--- src/rtl/poly_compress_seq_if.sv ---
// Stream/bus bundle for poly_compress_seq: control, coefficient RAM, compress unit and the packed
// output stream. The sequencer takes the master modport, the environment the slave modport.
interface poly_compress_seq_if #(
  parameter int unsigned N_COEF = 256,
  parameter int unsigned OUT_W  = 32
);
  localparam int unsigned AW = $clog2(N_COEF);

  logic             start;
  logic [15:0]      d_in;
  logic             busy;
  logic             done;
  logic             err;
  logic             coef_rd_en;
  logic [AW-1:0]    coef_addr;
  logic [15:0]      coef_rdata;
  logic             cmp_en;
  logic [15:0]      cmp_x;
  logic [15:0]      cmp_d;
  logic [15:0]      cmp_result;
  logic [OUT_W-1:0] out_data;
  logic             out_valid;
  logic             out_ready;

  modport master (
    input  start, d_in, coef_rdata, cmp_result, out_ready,
    output busy, done, err, coef_rd_en, coef_addr, cmp_en, cmp_x, cmp_d, out_data, out_valid
  );

  modport slave (
    output start, d_in, coef_rdata, cmp_result, out_ready,
    input  busy, done, err, coef_rd_en, coef_addr, cmp_en, cmp_x, cmp_d, out_data, out_valid
  );
endinterface

--- src/rtl/poly_compress_seq.sv ---
// Streams one polynomial through an external compress unit and packs d-bit results LSB-first
// into OUT_W-bit words. Define COMPRESS_D_CHECK_EN to reject d outside {1,4,5,10,11} with err.
module poly_compress_seq #(
  parameter int unsigned N_COEF = 256,
  parameter int unsigned OUT_W  = 32,
  parameter int unsigned ACC_W  = 64
) (
  input logic                 clk,
  input logic                 rst,
  poly_compress_seq_if.master bus
);
  localparam int unsigned AW = $clog2(N_COEF);
  localparam int unsigned CW = $clog2(ACC_W + 1);
  localparam int unsigned NW = CW + 2;

  typedef enum logic [1:0] {StIdle, StRun, StDrain, StDone} state_e;

  state_e           r_state, w_state_next;
  logic [15:0]      r_d;
  logic [AW-1:0]    r_rd_ptr;
  logic             r_inflight;
  logic [ACC_W-1:0] r_acc;
  logic [CW-1:0]    r_acc_cnt;

  logic             w_d_legal, w_accept, w_issue, w_valid, w_pop;
  logic [CW-1:0]    w_cnt_pop, w_acc_cnt_next;
  logic [NW-1:0]    w_dx, w_need;
  logic [15:0]      w_res;
  logic [ACC_W-1:0] w_acc_pop, w_acc_next;

`ifdef COMPRESS_D_CHECK_EN
  logic r_err;
  assign w_d_legal = bus.d_in inside {16'd1, 16'd4, 16'd5, 16'd10, 16'd11};
  always_ff @(posedge clk or posedge rst) begin
    if (rst) r_err <= 1'b0;
    else     r_err <= (r_state == StIdle) && bus.start && !w_d_legal;
  end
  assign bus.err = r_err;
`else
  assign w_d_legal = 1'b1;
  assign bus.err   = 1'b0;
`endif

  assign w_accept = (r_state == StIdle) && bus.start && w_d_legal;

  // A pop frees OUT_W bits this cycle; the in-flight result and the new read must both still fit.
  assign w_valid   = r_acc_cnt >= CW'(OUT_W);
  assign w_pop     = w_valid && bus.out_ready;
  assign w_cnt_pop = w_pop ? r_acc_cnt - CW'(OUT_W) : r_acc_cnt;
  assign w_dx      = NW'(r_d[4:0]);
  assign w_need    = NW'(w_cnt_pop) + (r_inflight ? (w_dx << 1) : w_dx);
  assign w_issue   = (r_state == StRun) && (w_need <= NW'(ACC_W));

  assign w_res      = bus.cmp_result & ((16'd1 << r_d[4:0]) - 16'd1);
  assign w_acc_pop  = w_pop ? (r_acc >> OUT_W) : r_acc;
  assign w_acc_next = r_inflight ? (w_acc_pop | (ACC_W'(w_res) << w_cnt_pop)) : w_acc_pop;
  assign w_acc_cnt_next = r_inflight ? w_cnt_pop + CW'(r_d[4:0]) : w_cnt_pop;

  always_comb begin
    w_state_next = r_state;
    unique case (r_state)
      StIdle:  if (w_accept) w_state_next = StRun;
      StRun:   if (w_issue && (r_rd_ptr == AW'(N_COEF - 1))) w_state_next = StDrain;
      StDrain: if (!r_inflight && (r_acc_cnt == '0) && !w_valid) w_state_next = StDone;
      StDone:  w_state_next = StIdle;
      default: w_state_next = StIdle;
    endcase
  end

  always_ff @(posedge clk or posedge rst) begin
    if (rst) begin
      r_state    <= StIdle;
      r_d        <= '0;
      r_rd_ptr   <= '0;
      r_inflight <= 1'b0;
      r_acc      <= '0;
      r_acc_cnt  <= '0;
    end else begin
      r_state    <= w_state_next;
      r_inflight <= w_issue;
      r_acc      <= w_acc_next;
      r_acc_cnt  <= w_acc_cnt_next;
      if (w_accept) begin
        r_d      <= bus.d_in;
        r_rd_ptr <= '0;
      end else if (w_issue) begin
        r_rd_ptr <= r_rd_ptr + AW'(1);
      end
    end
  end

  assign bus.busy       = (r_state == StRun) || (r_state == StDrain);
  assign bus.done       = (r_state == StDone);
  assign bus.coef_rd_en = w_issue;
  assign bus.coef_addr  = r_rd_ptr;
  assign bus.cmp_en     = r_inflight;
  assign bus.cmp_x      = r_inflight ? bus.coef_rdata : 16'd0;
  assign bus.cmp_d      = r_d;
  assign bus.out_data   = r_acc[OUT_W-1:0];
  assign bus.out_valid  = w_valid;
endmodule

--- src/flat_wrapper.sv ---
// flat-port wrapper written by rule: the top's interface ports become plain ports
module poly_compress_seq_flat 
#(
  parameter int unsigned N_COEF = 256,
  parameter int unsigned OUT_W  = 32,
  parameter int unsigned ACC_W  = 64
)
  (clk, rst, bus_start, bus_d_in, bus_coef_rdata, bus_cmp_result, bus_out_ready, bus_busy, bus_done, bus_err, bus_coef_rd_en, bus_coef_addr, bus_cmp_en, bus_cmp_x, bus_cmp_d, bus_out_data, bus_out_valid);
  poly_compress_seq_if #(.N_COEF(N_COEF), .OUT_W(OUT_W)) bus_i ();
  input logic clk;
  input logic rst;
  input wire logic [$bits(bus_i.start)-1:0] bus_start;
  input wire logic [$bits(bus_i.d_in)-1:0] bus_d_in;
  input wire logic [$bits(bus_i.coef_rdata)-1:0] bus_coef_rdata;
  input wire logic [$bits(bus_i.cmp_result)-1:0] bus_cmp_result;
  input wire logic [$bits(bus_i.out_ready)-1:0] bus_out_ready;
  output wire logic [$bits(bus_i.busy)-1:0] bus_busy;
  output wire logic [$bits(bus_i.done)-1:0] bus_done;
  output wire logic [$bits(bus_i.err)-1:0] bus_err;
  output wire logic [$bits(bus_i.coef_rd_en)-1:0] bus_coef_rd_en;
  output wire logic [$bits(bus_i.coef_addr)-1:0] bus_coef_addr;
  output wire logic [$bits(bus_i.cmp_en)-1:0] bus_cmp_en;
  output wire logic [$bits(bus_i.cmp_x)-1:0] bus_cmp_x;
  output wire logic [$bits(bus_i.cmp_d)-1:0] bus_cmp_d;
  output wire logic [$bits(bus_i.out_data)-1:0] bus_out_data;
  output wire logic [$bits(bus_i.out_valid)-1:0] bus_out_valid;
  assign bus_i.start = bus_start;
  assign bus_i.d_in = bus_d_in;
  assign bus_i.coef_rdata = bus_coef_rdata;
  assign bus_i.cmp_result = bus_cmp_result;
  assign bus_i.out_ready = bus_out_ready;
  assign bus_busy = bus_i.busy;
  assign bus_done = bus_i.done;
  assign bus_err = bus_i.err;
  assign bus_coef_rd_en = bus_i.coef_rd_en;
  assign bus_coef_addr = bus_i.coef_addr;
  assign bus_cmp_en = bus_i.cmp_en;
  assign bus_cmp_x = bus_i.cmp_x;
  assign bus_cmp_d = bus_i.cmp_d;
  assign bus_out_data = bus_i.out_data;
  assign bus_out_valid = bus_i.out_valid;
  poly_compress_seq #(.N_COEF(N_COEF), .OUT_W(OUT_W), .ACC_W(ACC_W)) u_core (.clk(clk), .rst(rst), .bus(bus_i));
endmodule
--- config.mk ---
export PLATFORM = sky130hd
export DESIGN_NAME = poly_compress_seq_flat
export DESIGN_NICKNAME = d
export VERILOG_FILES = /design/src/rtl/poly_compress_seq_if.sv /design/src/rtl/poly_compress_seq.sv /design/src/flat_wrapper.sv
export SDC_FILE = /design/constraint.sdc
export NUM_CORES = 1
export LEC_CHECK = 0
export ABC_AREA = 1
export CORE_ASPECT_RATIO = 2
export CORE_MARGIN = 1
export CORE_UTILIZATION = 40
export DETAILED_ROUTE_END_ITERATION = 8
export GPL_TIMING_DRIVEN = 0
export PLACE_DENSITY = 0.7
export SYNTH_ARGS = -nofsm -noshare
export SYNTH_HDL_FRONTEND = slang
export SYNTH_SLANG_ARGS = --single-unit
--- constraint.sdc ---
create_clock -name clk -period 5.55 [get_ports clk]
set_clock_uncertainty 0.1 [all_clocks]
set_input_delay 1.11 -clock clk [delete_from_list [all_inputs] [get_ports clk]]
set_output_delay 1.11 -clock clk [all_outputs]
set_load 0.02 [all_outputs]
# ---- Word level (Yosys, flattened, before mapping)
# Index checks and enable logic that the tools add are counted.
dict set report classes {
  addsub 5
  n_mul 0
  div_mod_pow 0
  magnitude_cmp 2
  n_eq_ne 7
  shifts 2
  mux 12
  bitwise_logic 2
  n_reduce_logical 13
}
# op count
set ops {}
lappend ops {{$mux 64} 2}
lappend ops {{$or 64x64->64} 1}
lappend ops {{$shl 16x7->64} 1}
lappend ops {{$and 16x16->16} 1}
lappend ops {{$mux 16} 1}
lappend ops {{$mux 8} 2}
lappend ops {{$shl 1x5->16 const A} 1}
lappend ops {{$sub 16x1->16 const B} 1}
lappend ops {{$mux 7} 2}
lappend ops {{$add 7x9->9} 1}
lappend ops {{$le 9x7->1 const B} 1}
lappend ops {{$add 8x1->8 const B} 1}
lappend ops {{$eq 8x8->1 const B} 1}
lappend ops {{$pmux 2 s4} 1}
lappend ops {{$add 7x5->7} 1}
lappend ops {{$ge 7x6->1 const B} 1}
lappend ops {{$logic_not 7->1} 1}
lappend ops {{$sub 7x6->7 const B} 1}
lappend ops {{$logic_and 1x1->1} 6}
lappend ops {{$mux 2} 3}
lappend ops {{$mux 6} 1}
lappend ops {{$eq 2x2->1 const B} 2}
lappend ops {{$ne 2x1->1 const B} 2}
lappend ops {{$reduce_and 3->1} 1}
lappend ops {{6 further kinds} 7}
dict set report word_totals {
  register_bits 98
  latch_bits 0
  ramBits 0
  rom_bits 0
  in_bits 52
  out_inout_bits 78
  memories 0
}

# ---- Longest topological paths before layout
dict set report depth {
  depth_word 9
  ltp_mapped 20
}

# ---- Worst setup path after synthesis
# OpenSTA, ideal clock, no wires.
dict set report synth_timing {
  kind {in2out}
  startpoint {input port bus_out_ready}
  endpoint {output port bus_coef_rd_en}
  arrival_time_ps 2864
  t_required_ps 4340
  setup_slack_ps 1476
  cell_stages 10
  path_buffers 2
  cell_sequence {nand2_1 buf_4 xor2_4 clkbuf_1 ha_1 a21oi_1 or2_0 nand3_2 nand2_4 clkinv_2}
}
dict set report synth_between {
  elab_chain_cells 5
}
# element line
set synth_rtl {}
lappend synth_rtl {{start: declaration} flat_wrapper.sv:16} ;# input wire logic [$bits(bus_i.out_ready)-1:0] bus_out_ready;
lappend synth_rtl {{$logic_and 1x1->1} poly_compress_seq.sv:48} ;# assign w_pop = w_valid && bus.out_ready;
lappend synth_rtl {{$mux 7} poly_compress_seq.sv:49} ;# assign w_cnt_pop = w_pop ? r_acc_cnt - CW'(OUT_W) : r_acc_cnt;
lappend synth_rtl {{$add 7x9->9} poly_compress_seq.sv:51} ;# assign w_need = NW'(w_cnt_pop) + (r_inflight ? (w_dx << 1) : w_dx);
lappend synth_rtl {{$le 9x7->1} poly_compress_seq.sv:52} ;# assign w_issue = (r_state == StRun) && (w_need <= NW'(ACC_W));
lappend synth_rtl {{$logic_and 1x1->1} poly_compress_seq.sv:52}
lappend synth_rtl {{end: declaration} flat_wrapper.sv:20} ;# output wire logic [$bits(bus_i.coef_rd_en)-1:0] bus_coef_rd_en;
# No other way between the ends.

# ---- Worst setup path after layout
# Ends and elaborated chain as after synthesis.

==> flow_metrics.py <==
metrics = {
    "clocking": {
        "post_cts_resized": 0,
        "path_clk_slew_ns": 0.06,
        "clockRootBuffer": "sky130_fd_sc_hd__clkbuf_16",
        "hold_bufs_inserted_after_cts": 0,
        "clock_tree.buffer_depth": 2,
        "worstSkewPairLatency_ns": 0.36,
        "cts_tree": "done",
        "tritoncts_num_sinks": 98,
        "ctsHtreeMaxLevel": 3,
        "cts_buffers": 9,
        "cts_setup_buffers": 0,
    },
    "power": {
        "share_clk_of_total_power_pct": 12.0,
        "p_per_area_nw_per_um2": 634.2,
        "intPower_mw": 2.714,
        "switching_share_pct": 50.71,
        "ir_drop_v": 0.0003237,
        "power.share.sequential_pct": 22.2,
        "netSwitchingPower_mw": 2.793,
        "cellLeakagePower_nw": 4.355,
        "comb_power_share_pct": 65.8,
    },
    "yosys": {
        "synth.yosys.seq_area_share_pct": 35.99,
        "netlist-cell-type-count": 47,
        "most_frequent_cell_after_synthesis": "sky130_fd_sc_hd__nand2_1",
        "number_of_cells_produced_by_synthesis": 969,
        "synth_enable_flop_cells": 0,
        "post_synth_arst_share_pct": 100.0,
        "synthDominantCellAreaShare_pct": 35.99,
        "synthesis.nets": 1042,
        "synthesis.area_um2": 6814,
        "synth.largest_area_cell": "sky130_fd_sc_hd__dfrtp_1",
        "synthFlopType": "sky130_fd_sc_hd__dfrtp_1",
        "ys_warn_count": 0,
        "synth_area_per_cell_um2": 7.032,
        "netlist_top_cells_area": "sky130_fd_sc_hd__dfrtp_1 36%, sky130_fd_sc_hd__nand2_1 17%, sky130_fd_sc_hd__nand3_1 10%",
        "synth.top_cells.by_count": "306 x sky130_fd_sc_hd__nand2_1, 139 x sky130_fd_sc_hd__nand3_1, 98 x sky130_fd_sc_hd__dfrtp_1",
        "synth-seq-cells": 98,
    },
    "global_route": {
        "grt_pass1_vias": 7170,
        "grt-ovfl-total": 0,
        "number_of_antenna_violations_at_the_first_check_in_global_routing": 0,
        "largest_net_degree_at_the_start_of_global_routing": 55,
        "grt_first_pass_wirelength_um": 36290,
        "track_usage_pct": 27.34,
    },
    "place": {
        "routability_congestion": 0.9970,
        "placed_cell_area_um2": 8384,
        "preCtsSetupSlack_ns": 0.08354,
        "io_buffers": 128,
        "place_hpwl_um": 18180,
    },
    "status": {
        "run_status": "finished, final reports clean",
    },
    "die": {
        "count_of_standard_cell_rows": 67,
        "chipHeight_um": 186.6,
        "placeableCoreArea_um2": 16680,
        "die-width_um": 94.29,
        "floorplan.die_area_um2": 17590,
        "starting_utilization_of_the_core_area_pct": 40.85,
        "io_pins": 130,
    },
    "final_layout": {
        "layout.core_utilization_pct": 52.05,
        "syn_to_final_growth_pct": 27.43,
        "nets": 1181,
        "design_area_um2": 8683,
        "final_layout_size_suffix_gt1_share_pct": 8.895,
        "antenna_cells_inserted": 0,
    },
    "sta": {
        "final-setup-viol-count": 0,
        "fraction_of_the_cycle_the_final_worst_path_needs_pct": 93.17,
        "drv_slew": 0,
        "final.hold.worst_slack_ns": 0.3807,
        "rsz_0062_raised_after_global_routing": "no",
        "finalCriticalPeriod_ns": 5.171,
        "setup_total_negative_slack_ns": 0,
        "remaining_max_slew_budget_at_the_tightest_pin_pct": 49.97,
        "finalWorstSetupSlack_ns": 0.3789,
        "peak_freq_ghz": 0.1934,
        "finalHoldViolCount": 0,
        "tightestPinTransition_ns": 0.7505,
    },
    "min_path": {
        "timing.hold.worst.class": "flip-flop to flip-flop",
    },
    "setup_path": {
        "criticalPathCategory": "input port to output port",
        "crit_arrival_ns": 3.96,
        "worst_setup_path_end_kind": "output port",
        "worst_ep_required_time_ns": 4.34,
        "start_kind": "input port",
        "critPathMaxFanout": 12,
    },
    "route": {
        "routed_via_density": 5.306,
        "drt_total_wl_um": 22370,
        "post-route-drc-count": 0,
        "num_vias": 7004,
        "drtAntennaViolNets": 0,
        "detailedRoute.firstPassIterationCount": 7,
        "wire_length_per_cell_um": 16.95,
        "detail_route.iter0.violations": 441,
    },
    "job": {
        "cap_viol_max_count": 0,
    },
}
## logic make-up (layout without fill, tap and decap cells)
logic type | Yosys count | in the layout | synth area share [%]
adder cells (fa/ha/maj) | 21 | 21 | 4.076
AND/OR/NAND/NOR | 559 | 559 | 35.60
buffers and inverters | 154 | 298 | 10.78
flip-flops | 98 | 98 | 35.99
XOR/XNOR | 11 | 11 | 1.689
AO/OA/AOI/OAI | 103 | 103 | 8.373
multiplexers | 22 | 22 | 3.434
other | 1 | 1 | 0.05503
## worst max-delay path, stage by stage
cell and delay [ns]:
sky130_fd_sc_hd__clkdlybuf4s50_1 0.45, sky130_fd_sc_hd__nand2_1 0.08, sky130_fd_sc_hd__buf_4 0.21, sky130_fd_sc_hd__xor2_4 0.43
sky130_fd_sc_hd__ha_1 0.35, sky130_fd_sc_hd__a21oi_1 0.20, sky130_fd_sc_hd__or2_0 0.16, sky130_fd_sc_hd__nand3_2 0.11
sky130_fd_sc_hd__nand2_4 0.13, sky130_fd_sc_hd__clkinv_2 0.15, sky130_fd_sc_hd__clkdlybuf4s50_1 0.57
## metal layers
metal	global-route usage, %	up-vias	wire length, um
met5	0	-	0
met4	19.88	0	1838
met3	4.319	81	852
met2	51.51	238	12240
met1	25.14	3271	7439
li1	-	3414	-
## layout by cell type, fill, tap and decap left out, types with 2 or more instances in the layout
master / count
sky130_fd_sc_hd__nand2_1: 306
sky130_fd_sc_hd__nand3_1: 139
sky130_fd_sc_hd__clkdlybuf4s50_1: 128
sky130_fd_sc_hd__dfrtp_1: 98
sky130_fd_sc_hd__nor2_1: 71
sky130_fd_sc_hd__inv_1: 63
sky130_fd_sc_hd__o21ai_0: 37
sky130_fd_sc_hd__buf_4: 36
sky130_fd_sc_hd__clkbuf_1: 30
sky130_fd_sc_hd__o21ai_1: 19
sky130_fd_sc_hd__nand4_1: 19
sky130_fd_sc_hd__ha_1: 19
sky130_fd_sc_hd__a21oi_1: 18
sky130_fd_sc_hd__o22ai_1: 14
sky130_fd_sc_hd__mux2i_1: 11
sky130_fd_sc_hd__mux2_2: 11
sky130_fd_sc_hd__clkbuf_16: 9
sky130_fd_sc_hd__buf_2: 8
sky130_fd_sc_hd__inv_2: 8
sky130_fd_sc_hd__xor2_1: 7
sky130_fd_sc_hd__buf_1: 4
sky130_fd_sc_hd__nor2_4: 4
sky130_fd_sc_hd__o211ai_1: 3
sky130_fd_sc_hd__nor3_1: 3
sky130_fd_sc_hd__o21bai_1: 3
sky130_fd_sc_hd__or2_2: 3
sky130_fd_sc_hd__xnor2_1: 3
sky130_fd_sc_hd__nand3b_1: 3
sky130_fd_sc_hd__or2_0: 2
sky130_fd_sc_hd__o31ai_1: 2
sky130_fd_sc_hd__a22oi_1: 2
sky130_fd_sc_hd__a31oi_1: 2
sky130_fd_sc_hd__clkinv_2: 2
sky130_fd_sc_hd__inv_4: 2
sky130_fd_sc_hd__nand3_2: 2
sky130_fd_sc_hd__nor2_2: 2
sky130_fd_sc_hd__fa_1: 2
sky130_fd_sc_hd__inv_8: 2
## metrics by stage
stage	cells	power [mW]
after floorplan	969	3.603
after global placement	1304	4.775
after detailed placement	1305	4.826
after CTS	1321	5.502
after global routing	1320	5.961
final	1320	5.507
## power by group through the flow
stage               combinational [mW]  clock, mW  sequential (mW)
finish                            3.62      0.660             1.22
global route                      4.00      0.697             1.26
CTS                               3.61      0.673             1.22
detailed placement                3.59          0             1.24
global placement                  3.55          0             1.23
floorplan                         2.34          0             1.26
## area by class of cell
cell class | count | area (um^2)
buffer | 78 | 445.4
sequential | 98 | 2452
clock inverter | 6 | 73.82
clock buffer | 10 | 229.0
fill | 1697 | 7999
tap | 207 | 259.0
inverter | 75 | 287.8
timing repair buffer | 129 | 1309
multi-input combinational | 717 | 3627
## sequential cells by signal (all words and copies together) (netlist names)
register and flops:
u_core.bus.cmp_d 16, u_core.bus.cmp_en 1, u_core.bus.coef_addr 8, u_core.r_acc 64, u_core.r_acc_cnt 7, u_core.r_state 2
## worst paths after layout
check                                          end  slack, ns                start  cells after the start
setup / recovery                    bus_coef_rd_en       0.38        bus_out_ready                     11
hold / removal                    u_core.r_acc[35]       0.38     u_core.r_acc[35]                      2
setup reg to reg           u_core.bus.coef_addr[1]       2.27  u_core.r_acc_cnt[3]                     15
hold reg to reg                   u_core.r_acc[35]       0.38     u_core.r_acc[35]                      2
max in group asynchronous         u_core.r_acc[15]       3.58                  rst                      3
min in group asynchronous     u_core.bus.cmp_d[15]       1.09                  rst                      2
(Power assumes the default switching activity.)
